### src/rtl/uart_pkg.sv
// uart_pkg: types, limits and helpers shared by the UART transmitter and its receive-side successor
package uart_pkg;
    localparam int MIN_DATA_W = 5;
    typedef enum logic [2:0] {NONE = 3'd0, ODD = 3'd1, EVEN = 3'd2, MARK = 3'd3, SPACE = 3'd4} parity_e;
    typedef enum logic [1:0] {STOP1 = 2'd0, STOP15 = 2'd1, STOP2 = 2'd2} stop_e;
    typedef enum logic [2:0] {IDLE = 3'd0, START = 3'd1, DATA = 3'd2, PARITY = 3'd3, STOP = 3'd4} tx_state_e;
    function automatic logic [3:0] clamp_len(input logic [3:0] len, input int max_w);
        return (len < 4'(MIN_DATA_W)) ? 4'(MIN_DATA_W) : (int'(len) > max_w) ? 4'(max_w) : len;
    endfunction
endpackage

### src/rtl/uart_bit_timer.sv
// uart_bit_timer: counts baud ticks while enabled and flags the tick that closes a period of i_limit+1 ticks
module uart_bit_timer #(
    parameter int CNT_W = 5
) (
    input  logic             clk,
    input  logic             rst,
    input  logic             i_en,
    input  logic             i_tick,
    input  logic [CNT_W-1:0] i_limit,
    output logic             o_bit_end
);
    logic [CNT_W-1:0] r_cnt;
    assign o_bit_end = i_en && i_tick && (r_cnt == i_limit);
    always_ff @(posedge clk) begin
        if (rst || !i_en || o_bit_end) r_cnt <= '0;
        else if (i_tick) r_cnt <= r_cnt + 1'b1;
    end
endmodule

### src/rtl/uart_tx_gen.sv
// uart_tx_gen: valid/ready UART transmitter with 5..MAX_DATA_W data bits, parity, 1/1.5/2 stop bits and break
module uart_tx_gen
    import uart_pkg::*;
#(
    parameter int MAX_DATA_W = 9,
    parameter int OVS        = 16
) (
    input  logic                  clk,
    input  logic                  rst,
    input  logic                  baud_pulse,
    input  logic                  s_valid,
    output logic                  s_ready,
    input  logic [MAX_DATA_W-1:0] s_data,
    input  logic [3:0]            cfg_len,
    input  logic [2:0]            cfg_parity,
    input  logic [1:0]            cfg_stop,
    input  logic                  cfg_break,
    output logic                  busy,
    output logic                  done,
    output logic                  tx
);
    localparam int CNT_W = $clog2(2 * OVS);
    tx_state_e             r_state;
    logic [MAX_DATA_W-1:0] r_data;
    logic [3:0]            r_len;
    parity_e               r_par;
    stop_e                 r_stop;
    logic [3:0]            r_idx;
    logic                  r_ready;
    logic                  r_busy;
    logic                  r_done;
    logic                  r_tx;
    tx_state_e             w_state_nx;
    logic [3:0]            w_idx_nx;
    logic                  w_accept;
    logic                  w_bit_end;
    logic                  w_par_bit;
    logic                  w_frame_bit;
    logic [MAX_DATA_W-1:0] w_masked;
    logic [CNT_W-1:0]      w_limit;
    assign s_ready  = r_ready;
    assign busy     = r_busy;
    assign done     = r_done;
    assign tx       = r_tx;
    assign w_accept = s_valid && r_ready;
    // only the stop field stretches beyond one bit period
    assign w_limit = (r_state != STOP)  ? CNT_W'(OVS - 1) :
                     (r_stop == STOP2)  ? CNT_W'(2 * OVS - 1) :
                     (r_stop == STOP15) ? CNT_W'(3 * OVS / 2 - 1) : CNT_W'(OVS - 1);
    assign w_masked  = r_data & ~({MAX_DATA_W{1'b1}} << r_len);
    assign w_par_bit = (r_par == ODD) ? ~^w_masked : (r_par == EVEN) ? ^w_masked : (r_par == MARK);
    uart_bit_timer #(.CNT_W(CNT_W)) u_timer (
        .clk      (clk),
        .rst      (rst),
        .i_en     (r_state != IDLE),
        .i_tick   (baud_pulse),
        .i_limit  (w_limit),
        .o_bit_end(w_bit_end)
    );
    always_comb begin
        w_state_nx = r_state;
        w_idx_nx   = r_idx;
        case (r_state)
            IDLE: begin
                w_state_nx = w_accept ? START : IDLE;
                w_idx_nx   = w_accept ? 4'd0 : r_idx;
            end
            START:  w_state_nx = w_bit_end ? DATA : START;
            DATA: begin
                if (w_bit_end && r_idx == r_len - 4'd1) w_state_nx = (r_par == NONE) ? STOP : PARITY;
                else if (w_bit_end) w_idx_nx = r_idx + 4'd1;
            end
            PARITY: w_state_nx = w_bit_end ? STOP : PARITY;
            STOP:   w_state_nx = w_bit_end ? IDLE : STOP;
            default: w_state_nx = IDLE;
        endcase
    end
    // line level is derived from the next state so tx changes on the same edge as the FSM
    assign w_frame_bit = (w_state_nx == START)  ? 1'b0 :
                         (w_state_nx == DATA)   ? r_data[w_idx_nx] :
                         (w_state_nx == PARITY) ? w_par_bit : 1'b1;
    always_ff @(posedge clk) begin
        if (rst) begin
            r_state <= IDLE;
            r_data  <= '0;
            r_len   <= 4'(MIN_DATA_W);
            r_par   <= NONE;
            r_stop  <= STOP1;
            r_idx   <= '0;
            r_ready <= 1'b0;
            r_busy  <= 1'b0;
            r_done  <= 1'b0;
            r_tx    <= 1'b1;
        end else begin
            r_state <= w_state_nx;
            r_idx   <= w_idx_nx;
            r_ready <= (w_state_nx == IDLE);
            r_busy  <= (w_state_nx != IDLE);
            r_done  <= (r_state == STOP) && w_bit_end;
            r_tx    <= w_frame_bit & ~cfg_break;
            if (w_accept) begin
                r_data <= s_data;
                r_len  <= clamp_len(cfg_len, MAX_DATA_W);
                r_par  <= (cfg_parity > 3'd4) ? NONE : parity_e'(cfg_parity);
                r_stop <= cfg_stop[1] ? STOP2 : cfg_stop[0] ? STOP15 : STOP1;
            end
        end
    end
endmodule

### config.mk
export PLATFORM = sky130hd
export DESIGN_NAME = uart_tx_gen
export DESIGN_NICKNAME = d
export VERILOG_FILES = /design/src/rtl/uart_pkg.sv /design/src/rtl/uart_bit_timer.sv /design/src/rtl/uart_tx_gen.sv
export SDC_FILE = /design/constraint.sdc
export NUM_CORES = 1
export LEC_CHECK = 0
export ABC_AREA = 1
export BUFFER_PORTS_ARGS = -buffer_cell sky130_fd_sc_hd__buf_2
export CAP_MARGIN = 20
export CORE_MARGIN = 2
export CORE_UTILIZATION = 42
export DETAILED_ROUTE_END_ITERATION = 6
export SLEW_MARGIN = 20
export SYNTH_ARGS = -nofsm -noshare
export SYNTH_HDL_FRONTEND = slang
export SYNTH_SLANG_ARGS = --single-unit
### constraint.sdc
create_clock -name clk -period 2.5 [get_ports clk]
set_input_delay 0.5 -clock clk [delete_from_list [all_inputs] [get_ports clk]]
set_output_delay 0.5 -clock clk [all_outputs]
set_load 0.1 [all_outputs]
==> results of run 1 <==
-- cell type report --
class	count	area, µm²
Sequential cell	34	683.2
Timing Repair Buffer	32	175.2
Fill cell	446	2156
Tap cell	52	65.06
Multi-Input combinational cell	190	1116
Inverter	46	172.7
Clock buffer	7	76.32
-- how the worst min path moves through the flow --
stage,from,to,slack (ps)
floorplan,r_data[4],r_data[4],440
global placement,r_stop[1],r_stop[1],470
detailed placement,r_stop[1],r_stop[1],470
CTS,cfg_len[0],r_len[0],440
global route,cfg_stop[0],r_stop[0],470
finish,cfg_len[0],r_len[0],440
-- through the flow --
step	hold WS (ps)	utilization, %
floorplan	441.4	-
global placement	465.5	48.42
detailed placement	472.3	48.42
CTS	437.5	50.53
global route	468.8	51.49
finish	441.3	51.49
-- state kept, by name (all words and copies together), names as in the netlist --
register,cells
s_ready,1
busy,1
r_len,4
done,1
r_data,9
r_par,3
r_idx,4
u_timer.r_cnt,5
tx,1
r_stop,2
r_state,3
-- tightest hold or removal path, cell delays in order --
cell and delay [ps]:
buf_2 70, nand2_1 40, o2111ai_1 70
-- repair_timing --
action | CTS | global route
buffers inserted | 1 | 3
gates resized for setup | 3 | 5
pin swaps | 2 | 7
endpoints found under the setup margin | 1 | 4
-- layout by cell type, fill, tap and decap left out, types with 2 or more instances in the layout --
cell      count
a211oi_1      5
a21oi_1      20
a31oi_1       3
buf_2        26
buf_4         6
clkbuf_1      2
clkbuf_8      5
dfxtp_1      32
dfxtp_2       2
ha_1          5
inv_1        41
inv_2         5
nand2_1      36
nand2_2       6
nand3_1      29
nand3_2       9
nand4_1       3
nor2_1       23
nor2_2        5
nor2_4        3
nor3_1        4
o211ai_1      2
o21ai_0      13
o21ai_1       2
or2_0         2
or2_1         2
xnor2_1       3
xor2_1        5
-- cell families after synthesis --
group	share of synthesized area (%)
flops	34.65
compound gates	13.82
xor+xnor	3.567
fa+ha+maj	4.458
simple gates	33.06
buf+inv	9.936
mux	0.5096
-- where the power goes --
group	switching, mW	leakage, nW	internal (mW)
Clock	0.186	0.0383	0.192
Combinational	0.148	0.684	0.0821
Sequential	0.0144	0.278	0.569
Total	0.348	1.00	0.843
-- metal layers --
| metal | global-route usage, % | wire, µm |
|---|---|---|
| met3 | 3.750 | 160 |
| met4 | 7.202 | 64 |
| met1 | 22.05 | 2089 |
| met2 | 29.66 | 1859 |
| met5 | 0 | 0 |
==> flow_metrics.tcl, run 1 <==
set metrics [dict create \
    cp_data_arrival_time_ps 2480 \
    synthTopCellsByArea "dfxtp_1 35%, inv_1 7.8%, nand3_1 7.4%" \
    num_rows 24 \
    power_density_mw_per_mm2 520.6 \
    yosys.area.top_type "dfxtp_1" \
    synthTopCellsByCount "41 x inv_1, 36 x nand2_1, 34 x dfxtp_1" \
    ant_nets 0 \
    post-place-ws_ps -85.14 \
    crit_start "r_len[1]" \
    clkLatencyLatePin_ps 280 \
    placed_cell_area_mm2 0.002152 \
    ys_warn_count 0 \
    period_needed_ps 2318 \
    grt_pass1_vias 1694 \
    crit_chain "inv_1, ha_2, ha_4, nor2_1, nor2_1, nand2_1, nor2_2, nand3_2, nor2_4, nand4_1, o211ai_1, nand3_2, nor2_2, nand3_2, nand3_2, nand2_2" \
    synth_top_area_share_pct 34.65 \
    r2r_cells 16 \
    cts_sinks 34 \
    status "finished, final reports clean" \
    nets 339 \
    tritoncts "built" \
    crit_end "tx" \
    slowest_delay_ps 350 \
    syn_nets 306 \
    syn_area_mm2 0.001964 \
    drive_above_1_share_pct 22.98 \
    start_util_pct 44.20 \
    yosysMostFrequentCell "inv_1" \
    hpwl_mm 3.216 \
    drcViolationCount 0 \
    synth-async-reset-ratio_pct 0 \
    fin_area_mm2 0.002288 \
    numPortBuffers 26 \
    clkSlewWorstSetupHoldPaths_ps 70 \
    synthCells 276 \
    dr.pass1.iters 4 \
    antenna_found_initial 0 \
    criticalPathCategory "reg -> reg" \
    path_max_fanout 4 \
    io_pins 27 \
    power.leakage_nw 0.9995 \
    grt_first_pass_wirelength_mm 7.320 \
    wire_per_inst_um 11.56 \
    ir_worst_vdd_uv 261.9 \
    r2r_start "r_len[1]" \
    overflow 0 \
    critPathBufInv 1 \
    hold_violations 0 \
    dieArea_mm2 0.005240 \
    crit_required_ps 2660 \
    setup_ws_ps 182.1 \
    synth_flop_cell "dfxtp_1" \
    fin_crit_sh_pct 92.72 \
    synth_edf_count 0 \
    dr_total_vias 1817 \
    core_area_mm2 0.004444 \
    slew_viol_final 0 \
    grt_util_all_layers_pct 17.68 \
    critPathSlowestCell "dfxtp_2" \
    finalPower_mw 1.191 \
    drv_cap 0 \
    cts_hold_buf 0 \
    cts_buffers 5 \
    max_freq_ghz 0.4314 \
    cts_root_buf "clkbuf_8" \
    whs_path_depth 3 \
    finClkSkew_ps 3.814 \
    dieWidth_um 72.39 \
    end_kind "flop" \
    rsz0062_at_grt "no" \
    htree_levels 2 \
    ff2ff_setup_slack_ps 180 \
    path_common_cell "nand3_2" \
    antenna_cells 0 \
    tns_ps 0 \
    tightest_slew_ps 483.5 \
    place_congestion 0.8904 \
    reg2reg_to "tx" \
    drtIter0Drc 107 \
    finalNonFillerCells 361 \
    critical_path.startpoint_type "flop" \
    die_y_um 72.39 \
    ys_types 32 \
    grt_max_degree 32 \
    via_per_inst 5.033 \
    min_path_type "in -> reg" \
    drt-total-wl_mm 4.173 \
    syn_avg_cell_area_um2 7.117 \
    setup-violations-final 0 \
    worst-path-stages 16 \
    synth_seq_cells 34 \
    cts_buffer_depth 2 \
    slew_headroom_pct 67.99 \
    area_growth_pct 16.50 \
    dp_cells 350 \
    yosysSeqAreaShare_pct 34.65 \
    cp_top_family "simple AND/OR/NAND/NOR gates" \
]
(Power assumes the default switching activity.)
==> run 2, diff against run 1 <==
--- a/config.mk
+++ b/config.mk
@@ -8,9 +8,12 @@
 export ABC_AREA = 1
 export BUFFER_PORTS_ARGS = -buffer_cell sky130_fd_sc_hd__buf_2
 export CAP_MARGIN = 20
+export CELL_PAD_IN_SITES_DETAIL_PLACEMENT = 1
+export CELL_PAD_IN_SITES_GLOBAL_PLACEMENT = 1
 export CORE_MARGIN = 2
-export CORE_UTILIZATION = 42
+export CORE_UTILIZATION = 41
 export DETAILED_ROUTE_END_ITERATION = 6
+export PLACE_DENSITY_LB_ADDON = 0.1
 export SLEW_MARGIN = 20
 export SYNTH_ARGS = -nofsm -noshare
 export SYNTH_HDL_FRONTEND = slang
==> flow_metrics.tcl, run 2 (synthesized netlist as in run 1, its figures left out) <==
set metrics [dict create \
    slowest_delay_ps 370 \
    hp-start "cfg_len[0]" \
    final_common_cell "inv_1" \
    grt_first_pass_wirelength_mm 8.342 \
    dr_wl_met3_um 122 \
    tritoncts "built" \
    met2_length_mm 2.760 \
    regMostFlops "r_data" \
    tightest_slew_ps 490.0 \
    fin_area_mm2 0.002376 \
    nFillCells 615 \
    dieArea_mm2 0.005361 \
    cp_data_arrival_time_ps 2520 \
    multi_input_area_mm2 0.001161 \
    criticalPathCategory "reg -> reg" \
    cp_top_family "simple AND/OR/NAND/NOR gates" \
    dr.pass1.iters 2 \
    end_kind "flop" \
    hold_violations 0 \
    fin_crit_sh_pct 93.85 \
    antenna_found_initial 0 \
    path_max_fanout 4 \
    routed.top_layer "met4" \
    cts_hold_buf 0 \
    crit_start "r_len[1]" \
    path_common_cell "nand3_2" \
    start_util_pct 42.15 \
    grt_max_degree 32 \
    area_growth_pct 20.96 \
    setup_ws_ps 153.8 \
    drive_above_1_share_pct 26.60 \
    critPathSlowestCell "dfxtp_4" \
    drtIter0Drc 63 \
    cts_root_buf "clkbuf_8" \
    period_needed_ps 2346 \
    crit_required_ps 2670 \
    setup-violations-final 0 \
    wire_per_inst_um 14.28 \
    seqCellArea_um2 686.9 \
    grt_util_all_layers_pct 20.22 \
    via_per_inst 5.194 \
    cts_buffer_depth 2 \
    dieWidth_um 73.22 \
    clkSlewWorstSetupHoldPaths_ps 70 \
    numPortBuffers 26 \
    htree_levels 2 \
    overflow 0 \
    crit_chain "inv_4, ha_4, ha_4, nand2_1, inv_1, nor2_1, nand2_1, nor2_2, nand3_2, nand3_2, nand3_1, nand2_2, inv_1, nand3_1, nand3_1, nand3_2, nand3_2, nand3_2, nand2_2" \
    drv_cap 0 \
    reg.largest.list "r_data (9), u_timer.r_cnt (5)" \
    largest_register_ffs 9 \
    clkLatencyLatePin_ps 290 \
    finalPower_mw 1.276 \
    finClkSkew_ps 6.588 \
    nets 341 \
    status "finished, final reports clean" \
    final_core_util_pct 50.98 \
    dr_total_vias 1901 \
    drt-total-wl_mm 5.228 \
    final_cell_mix "39 x inv_1, 35 x nand2_1, 31 x dfxtp_1" \
    drcViolationCount 0 \
    cts_buffers 5 \
    grt_pass1_vias 1808 \
    post-place-ws_ps -119.7 \
    power.leakage_nw 1.023 \
    power_density_mw_per_mm2 537.0 \
    num_rows 25 \
    m1WireLength_mm 2.275 \
    ir_worst_vdd_uv 321.9 \
    cts_sinks 34 \
    die_y_um 73.22 \
    place_congestion 0.8003 \
    ant_nets 0 \
    io_pins 27 \
    slew_viol_final 0 \
    r2r_start "r_len[1]" \
    core_area_mm2 0.004661 \
    critPathBufInv 3 \
    hpwl_mm 3.767 \
    rsz0062_at_grt "yes" \
    placed_cell_area_mm2 0.002155 \
    max_freq_ghz 0.4262 \
    antenna_cells 0 \
    slew_headroom_pct 67.56 \
    min_path_type "in -> reg" \
    critical_path.startpoint_type "flop" \
]
run 2: cell types whose count changed in the layout (fill, tap and decap cells not counted), sizes merged:
| cell | change |
|---|---|
| buf | +2 |
| clkbuf | -1 |
| clkinv | +1 |
| clkinvlp | +1 |
run 2: per-stage QoR:
step           cells  TNS, ps  hold slack (ps)
2_1_floorplan    276        0            441.4
3_3_place_gp     352   -23.44            466.2
4_1_cts          361        0            433.7
6_report         366        0            434.4
5_1_grt          366   -92.25            460.2
3_5_place_dp     352   -119.7            467.4
run 2: routing by layer:
layer / track usage [%] / vias to the layer above
met3: 3.729 / 7
met1: 23.67 / 896
met5: 0 / -
met4: 6.173 / 0
met2: 36.94 / 24
li1: - / 974
run 2: path summary, 6_finish.rpt:
check	endpoint	slack [ps]	cells past startpoint
worst max-delay path	tx	150	19
worst min-delay path	r_len[0]	430	3
worst max register to register	tx	150	19
worst min register to register	r_stop[0]	480	2
run 2: power by group:
group / leakage, nW / switching (mW) / internal (mW) / total (mW)
combinational: 0.699 / 0.162 / 0.0898 / 0.251
sequential: 0.278 / 0.0151 / 0.569 / 0.584
clock: 0.0472 / 0.219 / 0.222 / 0.441
run 2: what timing repair did:
item,4_1_cts,5_1_grt
buffers inserted,1,5
gates resized for setup,6,15
setup endpoints to repair,1,5
pin swaps,2,10
run 2: final cells by class:
cell class                 count  share of cell area, %
tap                           54                  2.844
timing repair buffer          34                  8.004
inverter                      46                  7.372
multi-input combinational    190                  48.87
sequential                    34                  28.91
clock buffer                   6                  3.476
clock inverter                 2                 0.5266
run 2: worst reg2reg max path, cell delays in order (launching register included):
cell and delay (ps):
dfxtp_4 370, inv_4 40, ha_4 160, ha_4 210, nand2_1 70, inv_1 40
nor2_1 120, nand2_1 90, nor2_2 110, nand3_2 120, nand3_2 150, nand3_1 110
nand2_2 130, inv_1 80, nand3_1 80, nand3_1 80, nand3_2 90, nand3_2 80
nand3_2 60, nand2_2 40
==> run 3, diff against run 2 <==
--- a/config.mk
+++ b/config.mk
@@ -10,7 +10,6 @@
 export CAP_MARGIN = 20
 export CELL_PAD_IN_SITES_DETAIL_PLACEMENT = 1
 export CELL_PAD_IN_SITES_GLOBAL_PLACEMENT = 1
-export CORE_MARGIN = 2
 export CORE_UTILIZATION = 41
 export DETAILED_ROUTE_END_ITERATION = 6
 export PLACE_DENSITY_LB_ADDON = 0.1
==> constraint.sdc (replaced) <==
create_clock -name clk -period 2.5 [get_ports clk]
set_input_delay 0.25 -clock clk [delete_from_list [all_inputs] [get_ports clk]]
set_output_delay 0.25 -clock clk [all_outputs]
set_load 0.1 [all_outputs]
==> flow_metrics.tcl, run 3 (synthesized netlist as in run 1, its figures left out) <==
set metrics [dict create \
    wire_per_inst_um 14.00 \
    drcViolationCount 1 \
    reg2reg_to "tx" \
    antenna_cells 0 \
    drive_above_1_share_pct 26.75 \
    finClkSkew_ps 5.612 \
    whs_path_depth 3 \
    reg.largest.list "r_data (9), u_timer.r_cnt (5)" \
    multi_input_area_mm2 0.001156 \
    grt_util_all_layers_pct 21.70 \
    power.leakage_nw 1.032 \
    cts_sinks 34 \
    core_area_mm2 0.004474 \
    nets 343 \
    regMostFlops "r_data" \
    place_congestion 0.8098 \
    grt_max_degree 32 \
    ir_worst_vdd_uv 309.2 \
    critPathBufInv 4 \
    slowest_delay_ps 360 \
    path_common_cell "nand3_2" \
    tritoncts "built" \
    hold_end "r_len[0]" \
    crit_chain "inv_2, ha_4, ha_4, nand2_2, inv_2, nor2_2, nand2_1, nor2_1, nand3_2, buf_6, nand3_4, or2_1, or2_1, nand2_2, inv_2, nand3_2, nand3_2, nand3_2, nand2_2" \
    drt-total-wl_mm 5.125 \
    hold_violations 0 \
    antenna_found_initial 0 \
    area_growth_pct 21.78 \
    num_rows 24 \
    end_kind "flop" \
    status "complete, but fails checks" \
    cts_hold_buf 0 \
    htree_levels 2 \
    dr_total_vias 1892 \
    cp_top_family "simple AND/OR/NAND/NOR gates" \
    drv_cap 0 \
    final_common_cell "inv_1" \
    path_max_fanout 3 \
    slew_viol_final 0 \
    ff2ff_setup_slack_ps 80 \
    critical_path.startpoint_type "flop" \
    clkLatencyLatePin_ps 280 \
    hold_ws_ps 202.9 \
    period_needed_ps 2421 \
    final_cell_mix "37 x inv_1, 33 x nand2_1, 32 x dfxtp_1" \
    hp-start "cfg_len[0]" \
    grt_pass1_vias 1838 \
    violations "design-rule violations" \
    start_util_pct 43.90 \
    grt_first_pass_wirelength_mm 8.487 \
    dr.pass1.iters 6 \
    die_y_um 71.22 \
    seqCellArea_um2 683.2 \
    cp_data_arrival_time_ps 2590 \
    via_per_inst 5.169 \
    hpwl_mm 3.753 \
    ant_nets 0 \
    critPathSlowestCell "dfxtp_2" \
    cts_buffers 5 \
    nFillCells 585 \
    slew_headroom_pct 67.61 \
    cts_buffer_depth 2 \
    r2r_cells 19 \
    cts_root_buf "clkbuf_8" \
    power_density_mw_per_mm2 556.1 \
    numPortBuffers 26 \
    overflow 0 \
    largest_register_ffs 9 \
    max_freq_ghz 0.4131 \
    dieWidth_um 71.22 \
    dieArea_mm2 0.005072 \
    final_core_util_pct 53.47 \
    tightest_slew_ps 489.2 \
    r2r_start "r_len[1]" \
    io_pins 27 \
    drtIter0Drc 84 \
    clkSlewWorstSetupHoldPaths_ps 70 \
    criticalPathCategory "reg -> reg" \
    fin_crit_sh_pct 96.83 \
    crit_required_ps 2670 \
    rsz0062_at_grt "yes" \
    setup-violations-final 0 \
    min_path_type "in -> reg" \
]
-- run 3: repair_timing --
action	4_1_cts	5_1_grt
resized for setup	5	18
pin swaps	1	14
setup endpoints to repair	2	5
buffers inserted	2	5
-- run 3: final cells by class --
cell class	count	area share (%)
clock buffers	7	3.190
multi-input cells	190	48.33
clock inverters	1	1.255
inverters	46	7.218
flip-flops and latches	34	28.56
repair buffers	36	8.734
well taps	52	2.720
-- run 3: layer usage --
| metal | track usage (%) | vias up | share of wire, % |
|---|---|---|---|
| li1 | - | 974 | - |
| met1 | 27.82 | 882 | 48 |
| met2 | 36.08 | 29 | 49 |
| met3 | 3.376 | 7 | 2.4 |
| met4 | 9.778 | 0 | 1.3 |
| met5 | 0 | - | 0 |
-- run 3: per-stage QoR --
stage,TNS [ps],power [mW],instances,instance area [µm²],setup slack [ps]
after floorplan,0,0.7582,276,1964,235.5
after CTS,0,1.327,361,2293,19.34
after global placement,-66.06,0.8143,351,2160,-66.06
after global routing,-95.66,1.402,366,2392,-95.66
final,0,1.330,366,2392,79.18
after detailed placement,-107.7,0.8193,351,2160,-107.7
-- run 3: report_power, final --
group,total [mW],internal (mW),switching [mW]
Sequential,0.584,0.569,0.0152
Combinational,0.248,0.0889,0.159
Clock,0.498,0.298,0.200
-- run 3: how the worst max path moves through the flow --
stage	startpoint	endpoint	slack, ps	depth (start not counted)
after CTS	r_len[1]	tx	20	20
final	r_len[1]	tx	80	19
after detailed placement	r_len[1]	tx	-110	17
after global routing	r_len[1]	tx	-100	17
after global placement	r_len[0]	tx	-70	17
after floorplan	r_len[0]	tx	240	17
-- run 3: tightest hold or removal path: stages --
cell	delay, ps
buf_2	70
nand2_1	40
o2111ai_1	90
